$ cat config.mk
export PLATFORM = sky130hd
export DESIGN_NAME = alu_issue_ctrl
export DESIGN_NICKNAME = d
export VERILOG_FILES = /design/src/rtl/alu_issue_ctrl.sv
export SDC_FILE = /design/constraint.sdc
export NUM_CORES = 1
export LEC_CHECK = 0
export ABC_AREA = 1
export BUFFER_PORTS_ARGS = -buffer_cell sky130_fd_sc_hd__clkbuf_2
export CAP_MARGIN = 20
export CORE_ASPECT_RATIO = 0.6
export CORE_MARGIN = 10
export CORE_UTILIZATION = 45
export CTS_BUF_LIST = sky130_fd_sc_hd__clkbuf_2 sky130_fd_sc_hd__clkbuf_4 sky130_fd_sc_hd__clkbuf_8
export CTS_CLUSTER_SIZE = 24
export DETAILED_ROUTE_END_ITERATION = 7
export PLACE_DENSITY_LB_ADDON = 0.15
export SLEW_MARGIN = 20
export SYNTH_ARGS = -nofsm -noshare
export SYNTH_HDL_FRONTEND = slang
export SYNTH_SLANG_ARGS = --single-unit
$ cat constraint.sdc
create_clock -name clk -period 1.5 [get_ports clk]
set_input_delay 0.225 -clock clk [delete_from_list [all_inputs] [get_ports clk]]
set_output_delay 0.225 -clock clk [all_outputs]
set_load 0.01 [all_outputs]
$ cat src/rtl/alu_issue_ctrl.sv
// Serialized issue/writeback controller for the combinational ALU: one command
// in flight, condition evaluated against stored N/Z, single writeback beat out.
module alu_issue_ctrl #(
  parameter int n = 32
) (
  input  logic         clk,
  input  logic         reset_n,
  input  logic         in_valid,
  output logic         in_ready,
  input  logic [3:0]   in_cond,
  input  logic [3:0]   in_op,
  input  logic [1:0]   in_shift,
  input  logic         in_s,
  input  logic [3:0]   in_rd,
  input  logic [n-1:0] in_a,
  input  logic [n-1:0] in_b,
  output logic [n-1:0] alu_a,
  output logic [n-1:0] alu_b,
  output logic [2:0]   alu_ctrl,
  input  logic [n-1:0] alu_result,
  output logic         out_valid,
  input  logic         out_ready,
  output logic         out_we,
  output logic         out_err,
  output logic [3:0]   out_rd,
  output logic [n-1:0] out_result,
  output logic         flag_n,
  output logic         flag_z
);

  typedef enum logic [1:0] {IDLE, ISSUE, DONE} state_t;

  state_t     state;
  logic       lat_s;
  logic       lat_pass;
  logic       lat_illegal;
  logic [3:0] lat_rd;

  logic       cond_pass;
  logic       illegal;
  logic [2:0] ctrl_next;

  always_comb begin
    cond_pass = 1'b0;
    case (in_cond)
      4'b0000: cond_pass = flag_z;
      4'b0001: cond_pass = ~flag_z;
      4'b0100: cond_pass = flag_n;
      4'b0101: cond_pass = ~flag_n;
      4'b1110: cond_pass = 1'b1;
      default: cond_pass = 1'b0;
    endcase
  end

  // Illegal opcodes issue with ctrl 000 so the ALU still sees a defined code.
  always_comb begin
    ctrl_next = 3'b000;
    illegal   = 1'b0;
    case (in_op)
      4'b0000: ctrl_next = 3'b000;
      4'b1100: ctrl_next = 3'b001;
      4'b0001: ctrl_next = 3'b010;
      4'b0100: ctrl_next = 3'b011;
      4'b1101: begin
        case (in_shift)
          2'b00:   ctrl_next = 3'b101;
          2'b01:   ctrl_next = 3'b100;
          2'b10:   ctrl_next = 3'b110;
          default: ctrl_next = 3'b111;
        endcase
      end
      default: illegal = 1'b1;
    endcase
  end

  always_ff @(posedge clk or negedge reset_n) begin
    if (!reset_n) begin
      state       <= IDLE;
      in_ready    <= 1'b1;
      out_valid   <= 1'b0;
      out_we      <= 1'b0;
      out_err     <= 1'b0;
      out_rd      <= '0;
      out_result  <= '0;
      alu_a       <= '0;
      alu_b       <= '0;
      alu_ctrl    <= '0;
      flag_n      <= 1'b0;
      flag_z      <= 1'b0;
      lat_s       <= 1'b0;
      lat_pass    <= 1'b0;
      lat_illegal <= 1'b0;
      lat_rd      <= '0;
    end else begin
      case (state)
        IDLE: begin
          if (in_valid && in_ready) begin
            lat_s       <= in_s;
            lat_pass    <= cond_pass;
            lat_illegal <= illegal;
            lat_rd      <= in_rd;
            alu_a       <= in_a;
            alu_b       <= in_b;
            alu_ctrl    <= ctrl_next;
            in_ready    <= 1'b0;
            state       <= ISSUE;
          end
        end
        ISSUE: begin
          out_result <= alu_result;
          out_we     <= lat_pass & ~lat_illegal;
          out_err    <= lat_illegal;
          out_rd     <= lat_rd;
          if (lat_s && lat_pass && !lat_illegal) begin
            flag_z <= (alu_result == '0);
            flag_n <= alu_result[n-1];
          end
          out_valid  <= 1'b1;
          state      <= DONE;
        end
        DONE: begin
          if (out_ready) begin
            out_valid <= 1'b0;
            in_ready  <= 1'b1;
            state     <= IDLE;
          end
        end
        default: begin
          state    <= IDLE;
          in_ready <= 1'b1;
        end
      endcase
    end
  end

endmodule

Yosys cells after proc, flatten, opt, wreduce, memory -nomap -nowiden --
Index checks and enable logic that the tools add are counted.
Cells by class: equality and inequality tests 14, mux-type cells 12, bitwise logic cells 5, reduce and logical (&&, ||, !) cells 16
Operators with widths (number):
- 32-bit zero test | 1
- 4-bit by 3-bit == test with 1-bit output, second input constant | 3
- 4-bit == test, second input constant | 3
- 2-bit case mux with 3 select lines | 2
- 3-bit case mux with 4 select lines | 1
- 4-bit by 1-bit == test with 1-bit output, second input constant | 2
- 4-bit zero test | 2
- 2-bit AND reduction | 4
- 1-bit case mux with 5 select lines | 1
- 5-bit OR reduction | 1
- 2-bit by 1-bit == test with 1-bit output, second input constant | 2
- 2-bit == test, second input constant | 2
- 2-bit zero test | 2
- 1-bit 2-to-1 mux | 4
- 2-bit 2-to-1 mux | 2
- 2-bit != test, second input constant | 2
- 1-bit inverter | 4
- 1-bit logical AND | 3
- 1-bit case mux with 3 select lines | 1
- 3-bit AND reduction | 1
- 1-bit case mux with 2 select lines | 1
- 2-bit nonzero test | 1
- 1-bit AND | 1
- 1-bit zero test | 1
Storage, ports and cells: bits in registers 118, input port bits 115, logic and storage cells 63

Longest topological paths before layout --
Gate-level depths: netlist of run 1.
word-level depth 3, mapped depth 7

Worst setup path after synthesis of run 1 --
OpenSTA, ideal clock, no wires.
kind register -> register, from register in_ready, to register alu_a[0], library setup time 117 ps, arrival time 1247 ps, path slack 136 ps, stages on the path, launching flop included 8, path buffers 2, cell sequence dfstp_2 -> nand2_1 -> nor3_4 -> inv_2 -> buf_2 -> buf_6 -> nand2_1 -> nand2_1
Between the ends: longest elaborated chain between the ends 2
RTL lines:
- start: declaration | line 9 | output logic in_ready,
- start signal: assignment | line 79 | in_ready <= 1'b1;
- start signal: assignment | line 105 | in_ready <= 1'b0;
- start signal: assignment | line 124 | in_ready <= 1'b1;
- 1-bit logical AND | line 97 | if (in_valid && in_ready) begin
- 2-bit AND reduction (no source line)
- end signal: assignment | line 102 | alu_a <= in_a;
- end: declaration | line 17 | output logic [n-1:0] alu_a,
Every way passes these cells. A chain may end at the register's enable or synchronous reset.

Worst setup path after layout of run 1 --
from register in_ready, to register alu_b[25]
Between the ends: longest elaborated chain between the ends 2
RTL lines:
- 1-bit logical AND | line 97
- 2-bit AND reduction (no source line)
- end signal: assignment | line 103 | alu_b <= in_b;
- end: declaration | line 18 | output logic [n-1:0] alu_b,
Every way passes these cells.

==> results of run 1 <==
synthesized netlist by cell type:
cell      count  area share (%)
dfstp_2       1            0.55
buf_4        10             1.6
inv_1        19             1.5
buf_2         5            0.52
nor3_4        1            0.34
nand2_1     327              26
o21ai_0      14             1.5
nand4_1       4            0.52
a21oi_1       3            0.31
inv_2         1           0.079
clkbuf_1      2            0.16
nand3b_1      2            0.31
nor2_1       33             2.6
a22o_1        1            0.18
dfrtp_1     117              61
nor3b_1       1            0.16
ha_1          2            0.52
and3_1        1            0.13
nand3_1       4            0.42
buf_6         7             1.7
worst max-delay path: stages (launching register included):
cell and delay (ns):
dfstp_2 0.57, nand2_4 0.06, nor3_4 0.22, buf_6 0.14
inv_4 0.05, buf_12 0.15, nand2_1 0.07, nand2_1 0.06
power by group:
group	switching [mW]	internal (mW)	total [mW]	leakage, nW
clock	1.24	2.33	3.57	0.252
sequential	0.950	4.73	5.68	1.46
combinational	3.37	2.38	5.75	2.48
total	5.55	9.44	15.0	4.18
routing by layer:
metal	track usage (%)	share of wire, %
met4	7.52	1.5
met2	33.5	49
met5	0	0
met3	8.58	8.8
met1	22.9	41
layout make-up:
cell class	count	area share (%)
inverters	20	1.06
multi-input cells	393	21.8
repair buffers	305	27.4
diodes	1	0.0343
flip-flops and latches	118	40.5
well taps	139	2.39
clock inverters	9	2.68
clock buffers	22	4.07
state kept, by name (all words and copies together), names as in the netlist, 2 cells and up:
register	count
alu_a	32
alu_b	32
out_result	32
lat_rd	4
out_rd	4
alu_ctrl	3
state	2
per-stage QoR:
step                cells  hold WS, ns  utilization, %  cell area (µm²)
floorplan             555      -0.0706               -             4780
global placement      905       0.0661            57.7             6030
detailed placement    905       0.0637            57.7             6030
CTS                   998      0.00132            68.4             7150
global route         1006      0.00218            69.7             7290
finish               1007       0.0216            69.8             7290
cell families (layout without fill, tap and decap cells):
kind of cell | Yosys count | count (layout)
other cells | 0 | 1
flops | 118 | 118
buf+inv | 44 | 356
fa+ha+maj | 2 | 2
simple gates | 373 | 373
compound gates | 18 | 18
worst max-delay path by stage:
stage                                         end            startpoint  cells past startpoint  slack, ns
after floorplan              alu_a[0]$_DFFE_PN0P_  in_ready$_DFFE_PN1P_                      7       0.14
after global placement    alu_ctrl[1]$_DFFE_PN0P_  in_ready$_DFFE_PN1P_                      6       0.07
after detailed placement  alu_ctrl[0]$_DFFE_PN0P_  in_ready$_DFFE_PN1P_                      6     -0.008
after CTS                   alu_a[23]$_DFFE_PN0P_  in_ready$_DFFE_PN1P_                      6      0.002
after global routing      lat_illegal$_DFFE_PN0P_  in_ready$_DFFE_PN1P_                      7      -0.03
final                       alu_b[25]$_DFFE_PN0P_  in_ready$_DFFE_PN1P_                      7       0.05
repair_timing:
action	4_1_cts	5_1_grt
pin swaps	0	4
setup endpoints to repair	1	67
gates cloned	0	1
resized for setup	1	18
hold buffers	62	1
setup buffers	0	7
hold endpoints to repair	178	1
==> impl_results.md, run 1 <==
- Grt ovf: 0
- Commonest non-fill, non-tap cell in the layout: nand2_1
- Core area: 0.0105 mm²
- Avg Cell Area, Syn: 8.61 µm²
- Routed wire length per instance: 15.4 µm
- Synth Area in Simple Gates: 30.2%
- Pins Over Slew Limit: 0
- Seq. cell area: 0.00295 mm²
- Vias in the first global route: 5,053
- Setup Skew: 0.00803 ns
- TritonCTS buffer count: 17
- Worst Hold End: alu_a[23]$_DFFE_PN0P_
- Largest family of logic cells by synthesized area: simple AND/OR/NAND/NOR gates
- P per Cell Area: 2060 mW/mm²
- Post-synth cell types: 20
- Syn Inst Count: 555
- GRT Overall Usage: 20.1%
- Layout cells sized above 1: 32.8%
- Net Count, Synth: 672
- Clock Root Buffer: clkbuf_8
- R2R setup slack: 0.05 ns
- Clock Path Buffers: 2
- Post-synthesis mux area share: 0%
- Req. time, crit path: 1.80 ns
- Gp weighted congestion: 0.852
- Iteration-0 DRC Markers: 188
- CTS H-tree depth: 4
- First-pass GRT wire length: 25,200 µm
- Yosys warns: 0
- Worst setup margin: 0.0462 ns
- Hold wc startpoint: in_a[23]
- Antenna violations before repair: 0
- Reg2Reg Depth: 7
- Synth Register Bits: 118
- CP startpoint kind: flop
- Post-synthesis sequential area ratio: 61.9%
- Hold Crit Depth: 3
- Filler Cell Count: 848
- Post-DP HPWL: 10,900 µm
- Critical R2R Launch: in_ready$_DFFE_PN1P_
- Synth Area in XOR/XNOR: 0%
- Final period util: 96.9%
- Standard-cell row count: 29
- Tot Pwr: 15.0 mW
- Vias per cell: 4.65
- CTS tree: done
- Via count: 4,686
- Worst slew margin: 69.5%
- Unrepaired setup endpoints after global routing: true
- Clock sink count: 118
- Later-pin clock latency in the skew report: 0.42 ns
- Area of the multi-input gates: 0.00159 mm²
- DRT Wirelength: 15,500 µm
- Post-Route Setup TNS: 0 ns
- Starting Density: 45.7%
- Nets: 972
- Drt drc: 0
- Drt first pass iters: 4
- # port buffers: 223
- CP endpoint kind: flop
- Min-delay worst type: in2reg
- Hold Vio Cnt, Final: 0
- Achievable frequency: 688 MHz
- Crit Path Max Fanout: 24
- Post-synthesis adder-cell area fraction: 0.524%
- Synthesized area: 0.00478 mm²
- LEAKAGE: 4.18 nW
- Commonest cells after routing, fill and taps aside: 322 x nand2_1, 222 x clkbuf_2, 117 x dfrtp_1, 63 x dlygate4sd3_1, 30 x nor2_1
- Post-Place Worst Slack: -0.00819 ns
- Max Cap Viol: 0
- Die H: 99.8 µm
- Area growth from synthesis to layout: 52.6%
- Peak supply drop: 1.45 mV
- Largest net degree at the start of global routing: 75
- Top Ports: 224
- Final min period: 1.45 ns
- Worst setup path class: reg2reg
- WP data arrival: 1.75 ns
- Outcome: completed
- RR Endpoint: alu_b[25]$_DFFE_PN0P_
- Die ar.: 0.0153 mm²
- Complex-gate fraction of the synthesized area: 1.96%
- Die W: 153 µm
- Slew @ Worst Pin: 0.458 ns
- Final setup viols: 0
- Worst-path clk slew: 0.07 ns
- Antenna Nets Post-Route: 0
Note: power is estimated with default switching activity, not from simulation.
==> run 2: changes to the inputs <==
--- a/config.mk
+++ b/config.mk
@@ -6,7 +6,7 @@
 export NUM_CORES = 1
 export LEC_CHECK = 0
 export ABC_AREA = 1
-export BUFFER_PORTS_ARGS = -buffer_cell sky130_fd_sc_hd__clkbuf_2
+export BUFFER_PORTS_ARGS = -buffer_cell sky130_fd_sc_hd__buf_2
 export CAP_MARGIN = 20
 export CORE_ASPECT_RATIO = 0.6
 export CORE_MARGIN = 10
==> impl_results.md, run 2 (synthesized netlist as in run 1, its figures left out) <==
- Final setup viols: 0 (unchanged)
- CTS H-tree depth: 4 (unchanged)
- Worst setup margin: 0.0118 ns (-0.0344 ns)
- Nets: 982 (+1.0%)
- Worst-path clk slew: 0.07 ns (about the same)
- Pins Over Slew Limit: 0 (unchanged)
- Drt first pass iters: 5 (+1)
- Hold Vio Cnt, Final: 0 (unchanged)
- Max Cap Viol: 0 (unchanged)
- Die ar.: 0.0153 mm² (unchanged)
- Sequential power share: 38.8% (+0.9 points)
- Antenna Nets Post-Route: 0 (unchanged)
- # port buffers: 223 (unchanged)
- Clock sink count: 118 (unchanged)
- Vias in the first global route: 4,845 (-4.1%)
- Clock Path Buffers: 2 (unchanged)
- Clock power frac: 18.8% (-5.0 points)
- Top Ports: 224 (unchanged)
- Routed wire length per instance: 15.9 µm (+2.9%)
- Largest regs: alu_a (32), alu_b (32), out_result (32)
- Worst setup path class: reg2reg
- Post-DP HPWL: 10,800 µm (-0.48%)
- Min-delay worst type: in2reg
- Outcome: completed
- Starting Density: 45.7% (unchanged)
- Hold slack: 0.0270 ns (+0.00541 ns)
- LEAKAGE: 4.21 nW (+0.62%)
- NetSw: 5.64 mW (+1.5%)
- Most Crowded Layer GR: met2
- Grt met3 use: 8.11% (-0.47 points)
- Drt drc: 0 (unchanged)
- Internal power: 8.86 mW (-6.2%)
- Via count: 4,702 (+0.34%)
- Unrepaired setup endpoints after global routing: true
- Grt ovf: 0 (unchanged)
- Antenna violations before repair: 1 (+1)
- Standard-cell row count: 29 (unchanged)
- P per Cell Area: 1970 mW/mm² (-4.4%)
- Req. time, crit path: 1.86 ns (+0.06 ns)
- Sw Share: 38.9% (+1.8 points)
- Gp weighted congestion: 0.856 (+0.50%)
- DRT Wirelength: 16,200 µm (+4.0%)
- TritonCTS buffer count: 17 (unchanged)
- CTS tree: done
- Cell count after placement: 906 (+0.11%)
- CP startpoint kind: flop
- CP endpoint kind: flop
- Tot Pwr: 14.5 mW (-3.3%)
- WP data arrival: 1.84 ns (+0.09 ns)
- Clock Root Buffer: clkbuf_8
- Setup Skew: 0.00956 ns (+0.00153 ns)
- Combinational cell fraction of total power: 42.4% (+4.1 points)
- Final min period: 1.49 ns (+0.0344 ns)
- Iteration-0 DRC Markers: 224 (+19%)
- Worst slew margin: 80.2% (+11 points)
- Vias per cell: 4.62 (-0.74%)
- Peak supply drop: 1.15 mV (-21%)
- M1 GR Usage: 23.1% (+0.23 points)
- Commonest non-fill, non-tap cell in the layout: nand2_1
- Crit Path Max Fanout: 8 (-67%)
- Largest net degree at the start of global routing: 44 (-41%)
- Die W: 153 µm (unchanged)
- Core area: 0.0105 mm² (unchanged)
- Later-pin clock latency in the skew report: 0.41 ns (about the same)
- Area growth from synthesis to layout: 54.4%
- Post-Place Worst Slack: 0.0152 ns (+0.0234 ns)
- Layout cells sized above 1: 33.1% (+0.39 points)
- Die H: 99.8 µm (unchanged)
- Met2 Resource Use GR: 32.4% (-1.1 points)
- First-pass GRT wire length: 24,300 µm (-3.3%)
- Final period util: 99.2% (+2.3 points)
- Post-Route Setup TNS: 0 ns (unchanged)
- Non-Filler Instances: 1,018 (+1.1%)
- GRT Overall Usage: 19.6% (-0.52 points)
- Slew @ Worst Pin: 0.294 ns (-0.164 ns)
- Commonest cells after routing, fill and taps aside: 323 x nand2_1, 222 x buf_2, 117 x dfrtp_1, 67 x dlygate4sd3_1, 30 x nor2_1
- Achievable frequency: 672 MHz (-2.3%)
## run 2: cell count changes in the layout (fill, tap and decap cells not counted), moves of 3 or more
| cell | previous run | this run |
|---|---|---|
| buf_2 | 0 | 222 |
| clkinv_2 | 3 | 7 |
| bufinv_16 | 6 | 1 |
| buf_4 | 10 | 7 |
| clkbuf_16 | 1 | 5 |
| clkbuf_2 | 222 | 0 |
| dlygate4sd3_1 | 63 | 67 |
## run 2: worst max-delay path, cell delays in order, from the launching register on
cell	delay, ns
dfstp_2	0.57
nand2_4	0.06
nor3_4	0.17
buf_6	0.17
buf_8	0.16
buf_12	0.14
nand2_1	0.07
nand2_1	0.09
## run 2: worst paths after layout
kind,to,start,cells past startpoint,slack (ns)
setup / recovery,alu_b[17]$_DFFE_PN0P_,in_ready$_DFFE_PN1P_,7,0.01
hold / removal,out_result[24]$_DFFE_PN0N_,alu_result[24],3,0.03
setup reg to reg,alu_b[17]$_DFFE_PN0P_,in_ready$_DFFE_PN1P_,7,0.01
hold reg to reg,alu_b[13]$_DFFE_PN0P_,alu_b[13]$_DFFE_PN0P_,2,0.47
max in group asynchronous,alu_a[1]$_DFFE_PN0P_,reset_n,3,0.79
min in group asynchronous,out_result[17]$_DFFE_PN0N_,reset_n,2,0.21
## run 2: layer usage
metal / part of all wire (%) / vias to the layer above / wire, µm
li1: - / 2311 / -
met1: 40 / 2157 / 6500
met2: 49 / 212 / 7960
met3: 9.0 / 22 / 1460
met4: 1.5 / 0 / 244
met5: 0 / - / 0
## run 2: timing repair
| item | in CTS | in global routing |
|---|---|---|
| gates resized for setup | 0 | 25 |
| hold endpoints to repair | 182 | 1 |
| hold buffers | 66 | 1 |
| buffers inserted | 0 | 6 |
| setup endpoints to repair | 0 | 38 |
## run 2: through the flow
stage	instance area, µm²	util, %
after global routing	7370	70.6
after detailed placement	6050	57.9
after global placement	6050	57.9
after CTS	7090	67.9
after floorplan	4780	-
final	7370	70.6
## run 2: cell type report
class	instances	area [µm²]
Antenna cell	1	2.50
Timing Repair inverter	1	5.00
Timing Repair Buffer	314	2180
Fill cell	820	3080
Clock inverter	9	75.1
Inverter	20	82.6
Multi-Input combinational cell	393	1600
Clock buffer	23	304
Tap cell	139	174
Sequential cell	118	2950
## run 2: power groups by stage
stage	clock network [mW]	registers (mW)	logic [mW]
after floorplan	0	6.21	2.38
after global placement	0	5.57	5.28
after detailed placement	0	5.60	5.43
after CTS	2.79	5.58	5.56
after global routing	2.95	5.81	6.84
final	2.72	5.63	6.15
==> run 3: changes to the inputs <==
--- a/config.mk
+++ b/config.mk
@@ -6,7 +6,7 @@
 export NUM_CORES = 1
 export LEC_CHECK = 0
 export ABC_AREA = 1
-export BUFFER_PORTS_ARGS = -buffer_cell sky130_fd_sc_hd__buf_2
+export BUFFER_PORTS_ARGS = -buffer_cell sky130_fd_sc_hd__buf_4
 export CAP_MARGIN = 20
 export CORE_ASPECT_RATIO = 0.6
 export CORE_MARGIN = 10
==> constraint.sdc (replaced) <==
create_clock -name clk -period 1.5 [get_ports clk]
set_input_delay 0 -clock clk [delete_from_list [all_inputs] [get_ports clk]]
set_output_delay 0 -clock clk [all_outputs]
set_load 0.01 [all_outputs]
==> impl_results.md, run 3 (synthesized netlist as in run 1, its figures left out) <==
- Commonest cells after routing, fill and taps aside: 327 x nand2_1, 235 x buf_4, 117 x dfrtp_1, 111 x dlygate4sd3_1, 33 x nor2_1
- Worst-path clk slew: 0.08 ns (about the same)
- Gp weighted congestion: 0.840 (-1.9%)
- Via count: 4,958 (+5.4%)
- Vias per cell: 4.70 (+1.7%)
- Starting Density: 45.7% (unchanged)
- CTS tree: done
- P per Cell Area: 1910 mW/mm² (-2.8%)
- Grt ovf: 0 (unchanged)
- RR Endpoint: alu_b[3]$_DFFE_PN0P_
- Peak supply drop: 1.35 mV (+18%)
- Drt first pass iters: 4 (-1)
- Core area: 0.0105 mm² (unchanged)
- Die H: 99.8 µm (unchanged)
- Clock sink count: 118 (unchanged)
- Commonest non-fill, non-tap cell in the layout: nand2_1
- Largest stage delay on the critical path: 0.53 ns (-0.04 ns)
- Antenna Nets Post-Route: 0 (unchanged)
- Req. time, crit path: 1.86 ns (about the same)
- Area growth from synthesis to layout: 72.5%
- Antenna violations before repair: 1 (unchanged)
- Routed wire length per instance: 16.2 µm (+2.1%)
- CTS H-tree depth: 4 (unchanged)
- WP buf/inv: 2 (-1)
- Top Ports: 224 (unchanged)
- # port buffers: 223 (unchanged)
- CP startpoint kind: flop
- Standard-cell row count: 29 (unchanged)
- Achievable frequency: 707 MHz (+5.2%)
- Largest net degree at the start of global routing: 41 (-6.8%)
- Reg2Reg Depth: 6 (-1)
- Hold slack: 0.0249 ns (-0.00213 ns)
- Outcome: completed
- LEAKAGE: 4.49 nW (+6.7%)
- Final min period: 1.41 ns (-0.0736 ns)
- Die W: 153 µm (unchanged)
- Crit-path leading delay family: flip-flops
- Worst slew margin: 75.4% (-4.8 points)
- First-pass GRT wire length: 26,900 µm (+10%)
- Crit Path Max Fanout: 12 (+4)
- Setup Skew: 0.0108 ns (+0.00129 ns)
- TritonCTS buffer count: 17 (unchanged)
- Hold Crit Depth: 6 (+3)
- Final setup viols: 0 (unchanged)
- Post-Route Setup TNS: 0 ns (unchanged)
- Final period util: 94.3% (-4.9 points)
- Die ar.: 0.0153 mm² (unchanged)
- Drt drc: 0 (unchanged)
- Layout cells sized above 1: 30.3% (-2.9 points)
- Worst setup path class: reg2reg
- Iteration-0 DRC Markers: 227 (+1.3%)
- Pins Over Slew Limit: 0 (unchanged)
- Clock Root Buffer: clkbuf_8
- DRT Wirelength: 17,100 µm (+5.8%)
- Filler Cell Count: 678 (-17%)
- Critical R2R Launch: in_ready$_DFFE_PN1P_
- Cell mode on critical path: nand2_1
- Nets: 1,020 (+3.9%)
- GRT Overall Usage: 21.8% (+2.2 points)
- CP endpoint kind: flop
- Later-pin clock latency in the skew report: 0.43 ns (+0.02 ns)
- Hold Vio Cnt, Final: 0 (unchanged)
- Vias in the first global route: 5,163 (+6.6%)
- Slowest cell on the critical path: dfstp_2
- Hold wc startpoint: in_shift[1]
- WP data arrival: 1.78 ns (-0.06 ns)
- Worst Hold End: alu_ctrl[0]$_DFFE_PN0P_
- Slew @ Worst Pin: 0.369 ns (+0.0753 ns)
- Critical-path cell list: nand2_1 -> nor3_4 -> buf_6 -> buf_4 -> nand2_1 -> nand2_1
- Clock Path Buffers: 2 (unchanged)
- Max Cap Viol: 0 (unchanged)
- Min-delay worst type: in2reg
- Post-DP HPWL: 11,400 µm (+4.9%)
- Largest regs: alu_a (32), alu_b (32), out_result (32)
- R2R setup slack: 0.09 ns (+0.07 ns)
-- run 3: cell types whose count changed in the layout (fill, tap and decap cells not counted), moves of 4 or more --
cell           delta
buf_4           +228
buf_12            -4
buf_2           -222
nand2_1           +4
clkinv_2          -5
dlygate4sd3_1    +44
clkbuf_16         -4
bufinv_16         +4
-- run 3: worst max-delay path by stage --
stage                     slack, ns  cells past startpoint                    end                  from
after floorplan                0.14                      7   alu_a[0]$_DFFE_PN0P_  in_ready$_DFFE_PN1P_
after global placement         0.03                      6  alu_b[16]$_DFFE_PN0P_  in_ready$_DFFE_PN1P_
after detailed placement      -0.02                      6  alu_b[14]$_DFFE_PN0P_  in_ready$_DFFE_PN1P_
after CTS                     0.004                      7  alu_b[28]$_DFFE_PN0P_  in_ready$_DFFE_PN1P_
after global routing         -0.007                      6   alu_b[3]$_DFFE_PN0P_  in_ready$_DFFE_PN1P_
final                          0.09                      6   alu_b[3]$_DFFE_PN0P_  in_ready$_DFFE_PN1P_
-- run 3: what timing repair did --
item | in CTS | in global routing
gates resized for setup | 0 | 3
hold buffers | 112 | 0
endpoints found under the hold margin | 228 | 0
gates cloned | 0 | 1
endpoints found under the setup margin | 17 | 49
buffers inserted | 2 | 1
pin swaps | 1 | 4
-- run 3: layout make-up --
cell class / count / area, µm² / share of cell area (%)
Antenna cell: 1 / 2.50 / 0.0304
Clock buffer: 19 / 262 / 3.17
Clock inverter: 12 / 201 / 2.45
Inverter: 20 / 75.1 / 0.911
Multi-Input combinational cell: 393 / 1570 / 19.0
Sequential cell: 118 / 2950 / 35.9
Tap cell: 139 / 174 / 2.11
Timing Repair Buffer: 353 / 3000 / 36.5
-- run 3: worst reg2reg max path, stage by stage, from the launching register on --
cell and delay, ns:
dfstp_2 0.53, nand2_1 0.08, nor3_4 0.19, buf_6 0.20
buf_4 0.21, nand2_1 0.08, nand2_1 0.07
-- run 3: where the power goes --
part           internal, mW  switching (mW)
Combinational          3.18            3.51
Sequential             4.73           0.946
Clock                  2.06            1.32
-- run 3: through the flow --
step,cell area [µm²],util [%],power (mW),setup WS (ns),cells
2_1_floorplan,4780,-,8.59,0.136,555
3_3_place_gp,6610,63.2,11.7,0.0346,909
3_5_place_dp,6610,63.2,12.0,-0.0222,909
4_1_cts,8210,78.5,15.6,0.00355,1054
5_1_grt,8240,78.8,16.8,-0.00651,1055
6_report,8240,78.8,15.7,0.0854,1055
-- run 3: routing by layer --
| layer | global-route usage, % | vias up | part of all wire [%] |
|---|---|---|---|
| li1 | - | 2375 | - |
| met4 | 7.96 | 0 | 1.7 |
| met1 | 25.1 | 2364 | 40 |
| met5 | 0 | - | 0 |
| met2 | 35.7 | 196 | 49 |
| met3 | 9.61 | 23 | 9.4 |
